<file path="src/rtl/chunked_cla_subtractor.sv">
// Multi-cycle two's-complement subtractor resolving CHUNK bits per cycle with in-chunk carry lookahead.
// Optional build macro ADD_MODE_EN adds a sub_n port that selects a + b instead of a - b.
module chunked_cla_subtractor #(
    parameter int WIDTH = 16,
    parameter int CHUNK = 4
) (
    input  logic             clk,
    input  logic             rst_n,
    input  logic             in_valid,
    output logic             in_ready,
    input  logic [WIDTH-1:0] a,
    input  logic [WIDTH-1:0] b,
`ifdef ADD_MODE_EN
    input  logic             sub_n,
`endif
    output logic             out_valid,
    input  logic             out_ready,
    output logic [WIDTH-1:0] diff,
    output logic             borrow_out,
    output logic             overflow
);

    localparam int N = WIDTH / CHUNK;
    localparam int IDX_W = (N > 1) ? $clog2(N) : 1;
    localparam logic [IDX_W-1:0] LAST_IDX = IDX_W'(N - 1);

    generate
        if (WIDTH % CHUNK != 0) begin : g_bad_cfg
            $error("chunked_cla_subtractor: WIDTH must be a multiple of CHUNK");
        end
    endgenerate

    // Returns {carry_out, sum}; every carry is a flat sum of generate/propagate products.
    function automatic logic [CHUNK:0] cla_chunk(input logic [CHUNK-1:0] x,
                                                 input logic [CHUNK-1:0] y,
                                                 input logic             cin);
        logic [CHUNK-1:0] g;
        logic [CHUNK-1:0] p;
        logic [CHUNK:0]   c;
        logic             term;
        g    = x & y;
        p    = x ^ y;
        c    = '0;
        c[0] = cin;
        for (int i = 0; i < CHUNK; i++) begin
            term = cin;
            for (int k = 0; k <= i; k++) term = term & p[k];
            c[i+1] = term;
            for (int j = 0; j <= i; j++) begin
                term = g[j];
                for (int k = j + 1; k <= i; k++) term = term & p[k];
                c[i+1] = c[i+1] | term;
            end
        end
        return {c[CHUNK], p ^ c[CHUNK-1:0]};
    endfunction

    typedef enum logic [1:0] {IDLE, RUN, DONE} state_t;

    state_t           state_q;
    state_t           state_d;
    logic [WIDTH-1:0] a_q;
    logic [WIDTH-1:0] b_q;
    logic             carry_q;
    logic [IDX_W-1:0] idx_q;
    logic [WIDTH-1:0] diff_q;
    logic             borrow_q;
    logic             ovf_q;
    logic             add_q;
    logic             op_add_in;
    logic             accept;
    logic             last_chunk;
    logic [CHUNK-1:0] a_chunk;
    logic [CHUNK-1:0] b_chunk;
    logic [CHUNK:0]   cla_res;

`ifdef ADD_MODE_EN
    assign op_add_in = sub_n;
`else
    assign op_add_in = 1'b0;
`endif

    assign in_ready   = (state_q == IDLE);
    assign out_valid  = (state_q == DONE);
    assign accept     = in_ready && in_valid;
    assign last_chunk = (idx_q == LAST_IDX);

    always_ff @(posedge clk or negedge rst_n) begin
        if (!rst_n) state_q <= IDLE;
        else        state_q <= state_d;
    end

    always_comb begin
        state_d = state_q;
        case (state_q)
            IDLE:    if (in_valid) state_d = RUN;
            RUN:     if (last_chunk) state_d = DONE;
            DONE:    if (out_ready) state_d = IDLE;
            default: state_d = IDLE;
        endcase
    end

    always_comb begin
        a_chunk = a_q[idx_q * CHUNK +: CHUNK];
        b_chunk = b_q[idx_q * CHUNK +: CHUNK];
        cla_res = cla_chunk(a_chunk, b_chunk, carry_q);
    end

    // b_q holds the effective second operand (~b for subtract), so the sign test
    // for overflow is "effective operands agree in sign and the result does not".
    always_ff @(posedge clk or negedge rst_n) begin
        if (!rst_n) begin
            a_q      <= '0;
            b_q      <= '0;
            carry_q  <= 1'b1;
            idx_q    <= '0;
            diff_q   <= '0;
            borrow_q <= 1'b0;
            ovf_q    <= 1'b0;
            add_q    <= 1'b0;
        end else if (accept) begin
            a_q     <= a;
            b_q     <= op_add_in ? b : ~b;
            carry_q <= ~op_add_in;
            idx_q   <= '0;
            add_q   <= op_add_in;
        end else if (state_q == RUN) begin
            diff_q[idx_q * CHUNK +: CHUNK] <= cla_res[CHUNK-1:0];
            carry_q <= cla_res[CHUNK];
            if (last_chunk) begin
                idx_q    <= '0;
                borrow_q <= add_q ? cla_res[CHUNK] : ~cla_res[CHUNK];
                ovf_q    <= (a_q[WIDTH-1] == b_q[WIDTH-1]) &&
                            (cla_res[CHUNK-1] != a_q[WIDTH-1]);
            end else begin
                idx_q <= idx_q + IDX_W'(1);
            end
        end
    end

    assign diff       = diff_q;
    assign borrow_out = borrow_q;
    assign overflow   = ovf_q;

endmodule
</file>
<file path="config.mk">
export PLATFORM = sky130hd
export DESIGN_NAME = chunked_cla_subtractor
export DESIGN_NICKNAME = d
export VERILOG_FILES = /design/src/rtl/chunked_cla_subtractor.sv
export SDC_FILE = /design/constraint.sdc
export NUM_CORES = 1
export LEC_CHECK = 0
export ABC_AREA = 1
export CAP_MARGIN = 20
export CORE_ASPECT_RATIO = 0.75
export CORE_MARGIN = 10
export CORE_UTILIZATION = 46
export DETAILED_ROUTE_END_ITERATION = 8
export PLACE_DENSITY = 0.76
export SLEW_MARGIN = 15
export SYNTH_ARGS = -nofsm -noshare
export SYNTH_HDL_FRONTEND = slang
export SYNTH_SLANG_ARGS = --single-unit
</file>
<file path="constraint.sdc">
create_clock -name clk -period 2.6 [get_ports clk]
set_clock_uncertainty 0.1 [all_clocks]
set_input_delay 0.26 -clock clk [delete_from_list [all_inputs] [get_ports clk]]
set_output_delay 0.26 -clock clk [all_outputs]
set_load 0.05 [all_outputs]
</file>
After elaboration in Yosys (flattened, before gate mapping)
Cells that the tools add are included.
{"block": "totals", "input_bits": 36, "output_inout_bits": 20, "elab_cells": 65, "regBits": 55}
{"block": "classes", "add_sub_neg": 2, "n_reduce_logical": 7, "eq_ne": 8, "n_mux": 10, "shift": 4, "bitwise_logic": 26}
{"cell": "4-bit negation with 34-bit output", "n": 1}
{"cell": "4-bit by 34-bit variable shift with 16-bit output, first input constant", "n": 1}
{"cell": "4-bit by 34-bit variable part select with 16-bit output", "n": 1}
{"cell": "16-bit by 5-bit variable part select with 4-bit output", "n": 2}
{"cell": "16-bit bitwise mux", "n": 1}
{"cell": "16-bit inverter", "n": 1}
{"cell": "2-bit two-way mux", "n": 6}
{"cell": "1-bit bitwise AND", "n": 10}
{"cell": "1-bit bitwise OR", "n": 10}
{"cell": "4-bit bitwise XOR", "n": 2}
{"cell": "2-bit one-hot mux with 3 select lines", "n": 1}
{"cell": "3-bit AND reduction", "n": 2}
{"cell": "4-bit bitwise AND", "n": 1}
{"cell": "2-bit == test, second input constant", "n": 2}
{"cell": "2-bit inequality test, second input constant", "n": 2}
{"cell": "2-bit by 1-bit adder with 2-bit output, second input constant", "n": 1}
{"cell": "2-bit by 1-bit == test with 1-bit output, second input constant", "n": 1}
{"cell": "1-bit logical AND", "n": 2}
{"cell": "2-bit zero test", "n": 1}
{"cell": "1-bit two-way mux", "n": 2}
{"cell": "2-bit by 1-bit inequality test with 1-bit output, second input constant", "n": 1}
{"cell": "1-bit inverter", "n": 2}
{"cell": "2-bit AND reduction", "n": 1}
{"cell": "2-bit nonzero test", "n": 1}
{"cell": "other kinds (2)", "n": 2}

Longest topological paths before layout
{"block": "logic_depth", "ltp_word": 12, "ltp_mapped": 15, "ltp_nobuf": 13}

Worst setup path before layout
Ideal clock, no wire load.
{"block": "synth_path", "kind": "reg2reg", "start": "register idx_q[0]", "end": "register diff_q[15] (netlist: diff[15])", "t_required_ps": 2382, "path_slack_ps": 192, "n_path_buf": 2, "stages_incl_launch_ff": 16, "arrival_ps": 2190, "path_cell_list": "dfrtp_1 -> clkbuf_2 -> inv_1 -> buf_4 -> nor2_1 -> o22ai_1 -> ha_1 -> ha_1 -> nand2_1 -> nand3_2 -> nand2_1 -> nand3_2 -> nand2_1 -> nor2_1 -> nand3_1 -> nand2_1"}
{"block": "synth_via", "elab_chain_cells": 11}
{"item": "from (decl)", "line_no": "65", "source": "logic [IDX_W-1:0] idx_q;"}
{"item": "from (signal assigned)", "line_no": "136", "source": "idx_q <= idx_q + IDX_W'(1);"}
{"item": "16-bit by 5-bit variable part select with 4-bit output, on equally long branches", "line_no": "104, 105"}
{"item": "4-bit bitwise XOR", "line_no": "42", "source": "p = x ^ y;"}
{"item": "1-bit bitwise AND (3 in a row)", "line_no": "47", "source": "for (int k = 0; k <= i; k++) term = term & p[k];"}
{"item": "1-bit bitwise OR (3 in a row)", "line_no": "52", "source": "c[i+1] = c[i+1] | term;"}
{"item": "4-bit bitwise XOR", "line_no": "55", "source": "return {c[CHUNK], p ^ c[CHUNK-1:0]};"}
{"item": "4-bit by 34-bit variable part select with 16-bit output", "line_no": "128", "source": "diff_q[idx_q * CHUNK +: CHUNK] <= cla_res[CHUNK-1:0];"}
{"item": "16-bit bitwise mux *", "line_no": "128"}
{"item": "to (signal, indexed assignment)", "line_no": "128"}
{"item": "to (decl)", "line_no": "66", "source": "logic [WIDTH-1:0] diff_q;"}
Every way passes the cells marked *; elsewhere a longest branch is shown, timed or not.
A chain may end at the register's enable or synchronous reset.

Worst setup path after layout
{"block": "layout_path", "start": "register idx_q[0]", "end": "register diff_q[7] (netlist: diff[7])"}
Same word-level chain as after synthesis.

==> metrics.txt <==
vias in the first global route=2,068; max_cap viols=0; worst-margin pin slew=589 ps; status=finished, final reports clean; clk slew on worst S/H paths=90 ps; total core area=0.00574 mm2; post-synthesis cell count=267; relative slew slack=0.607; final period utilization=0.932; row count=24; die height=86.2 um; final hold viol count=0; via count=2,093; CP max FO=7; io pins=56; gpl congestion=0.897; GRT Total Usage=0.133; combined area of all synthesized cells=0.00269 mm2; filler cell count=482; fin cells=408; H-tree levels=2; Switching Share=0.468; Required @ worst endpoint=2710 ps; Yosys cell types=33; port bufs=55; YS warnings=0; post-synthesis sequential area ratio=0.513; CTS max path bufs=2; dpl cells=397; Overflow after GRT=0; CTS tree=done; WL/cell=14.9 um; Clock Latency Late Sink=300 ps; area grow syn2layout=29.4%; Comb pwr share=0.607; Synth Register Bits=55; final instance area=0.00348 mm2; area of placed instances=0.00332 mm2; Final nets=377; CP Class=flop to flop; first drt pass iteration count=4; placed wire-length estimate=4630 um; peak supply drop=0.692 mV; min cycle time layout=2420 ps; P_int=2.68 mW; initial antenna violation count=0; Worst EP arrival=2530 ps; Synth area leader=dfrtp_1; Total Power=5.04 mW; pwr dens=1450 mW/mm2; 1st-iter DRT viols=87; Yosys top cell area share=0.503; die area=0.00933 mm2; Clock power frac=0.097; Mean Syn Cell Area=10.1 um2; synth top area cells=dfrtp_1 (50%), mux2_4 (8.4%), o21ai_0 (8.2%); syn nets=315; Worst setup EP type=flop; Sw Pwr=2.36 mW; CP startpoint kind=flop; antenna-violating nets left=0; first-pass GRT wire length=10,200 um; DRC=0; share of cells above drive strength 1=0.152; Final Max Tran Viols=0; f_max=0.413 GHz; Flop pwr share=0.297; Leakage=1.59 nW; clock sink count=55; CTS Buf Count=5; root buffer cell=clkbuf_8; detailed-route wire length=6100 um; die width=108 um; number of diodes=0; DR vias/cell=5.13; Worst Hold Class=primary input to async pin; Setup Viol. Count Final=0; largest net degree at the start of global routing=52; Initial Util=0.469
-- placed cells by master, fill, tap and decap left out, types with 2 or more instances in the layout --
cell	synthesis	layout
clkbuf_8	0	6
buf_4	1	6
ha_1	11	11
nor2_1	22	22
nand3_1	10	10
o22ai_2	0	2
dfrtp_1	54	54
o21ai_1	6	6
clkdlybuf4s50_1	0	54
nand2_4	3	3
o21ai_0	44	44
o31ai_1	4	4
nor2_2	2	2
nand2_1	48	48
nand3_2	2	2
o22ai_1	8	6
inv_1	14	13
mux2_4	15	15
-- final cells by class --
type / instances / area, um2 / share of cell area
clock buffers: 7 / 86.3 / 0.0248
flip-flops and latches: 55 / 1380 / 0.396
clock inverters: 1 / 8.76 / 0.00252
inverters: 17 / 70.1 / 0.0201
multi-input cells: 186 / 1210 / 0.347
well taps: 78 / 97.6 / 0.0281
repair buffers: 64 / 632 / 0.182
-- power groups by stage --
stage / Clock (mW) / Sequential [mW] / Combinational, mW
finish: 0.487 / 1.50 / 3.06
global route: 0.545 / 1.55 / 3.40
CTS: 0.503 / 1.49 / 2.94
detailed placement: 0 / 1.50 / 2.91
global placement: 0 / 1.50 / 2.85
floorplan: 0 / 1.75 / 1.88
-- per-layer routing --
metal  routed length (um)  global-route usage
met5                    0                   0
met4                   40              0.0323
met3                  370              0.0385
met2                 2660               0.196
met1                 3020               0.188
-- worst max-delay path: stages (launching register included) --
cell and delay (ps):
dfrtp_1 420, clkinvlp_4 190, buf_12 170, o21ai_0 180
o22ai_2 110, ha_1 290, ha_1 200, nand2_1 80
nand3_2 110, nand2_1 90, nand3_2 90, nand2_1 120
nor2_1 60, nand3_1 70, nand2_1 50
-- flip-flops by register name (all words and copies together) (netlist names) --
| name | flops |
|---|---|
| carry_q | 1 |
| diff | 16 |
| state_q | 2 |
| idx_q | 2 |
| a_q | 16 |
| b_q | 16 |
| borrow_out | 1 |
| overflow | 1 |
-- what timing repair did --
action                                 4_1_cts  5_1_grt
endpoints found under the hold margin        8        0
setup endpoints to repair                    0        6
setup buffers                                0        2
hold buffers                                 1        0
resized for setup                            0        5
-- path summary, 6_finish.rpt --
path / startpoint / to / slack (ps) / cells past startpoint
worst max-delay path: idx_q[0] / diff[7] / 180 / 14
worst min-delay path: rst_n / diff[1] / 230 / 2
worst max register to register: idx_q[0] / diff[7] / 180 / 14
worst min register to register: b_q[7] / b_q[7] / 390 / 2
max in group asynchronous: rst_n / carry_q / 1560 / 3
min in group clk: b_q[7] / b_q[7] / 390 / 2
-- metrics by stage --
stage	TNS [ps]	utilization	hold slack (ps)	worst slack, ps
2_1_floorplan	0	-	-136	192
3_3_place_gp	0	0.579	21.8	334
3_5_place_dp	0	0.579	22.4	198
4_1_cts	0	0.597	235	190
5_1_grt	-8.06	0.606	237	-7.18
6_report	0	0.606	228	176
-- kinds of logic after synthesis --
kind of cell | Yosys count | share of synthesized area
and+or+nand+nor | 93 | 0.162
AOI/OAI and AO/OA | 63 | 0.126
DFF | 55 | 0.513
buffers and inverters | 26 | 0.0461
muxes | 16 | 0.0880
adders and majority gates | 12 | 0.0587
xor gates and xnor gates | 2 | 0.00652
-- cell usage after synthesis, drive strengths merged --
cell type	number
or2	1
mux2	16
buf	5
nor3	1
nor2	25
nand2	52
fa	1
o21ai	50
clkinv	1
xnor2	2
dfrtp	54
nand4	2
nand3	12
o22a	1
clkbuf	4
o31ai	4
ha	11
inv	16
dfstp	1
o22ai	8
Note: power is estimated with default switching activity, not from simulation.
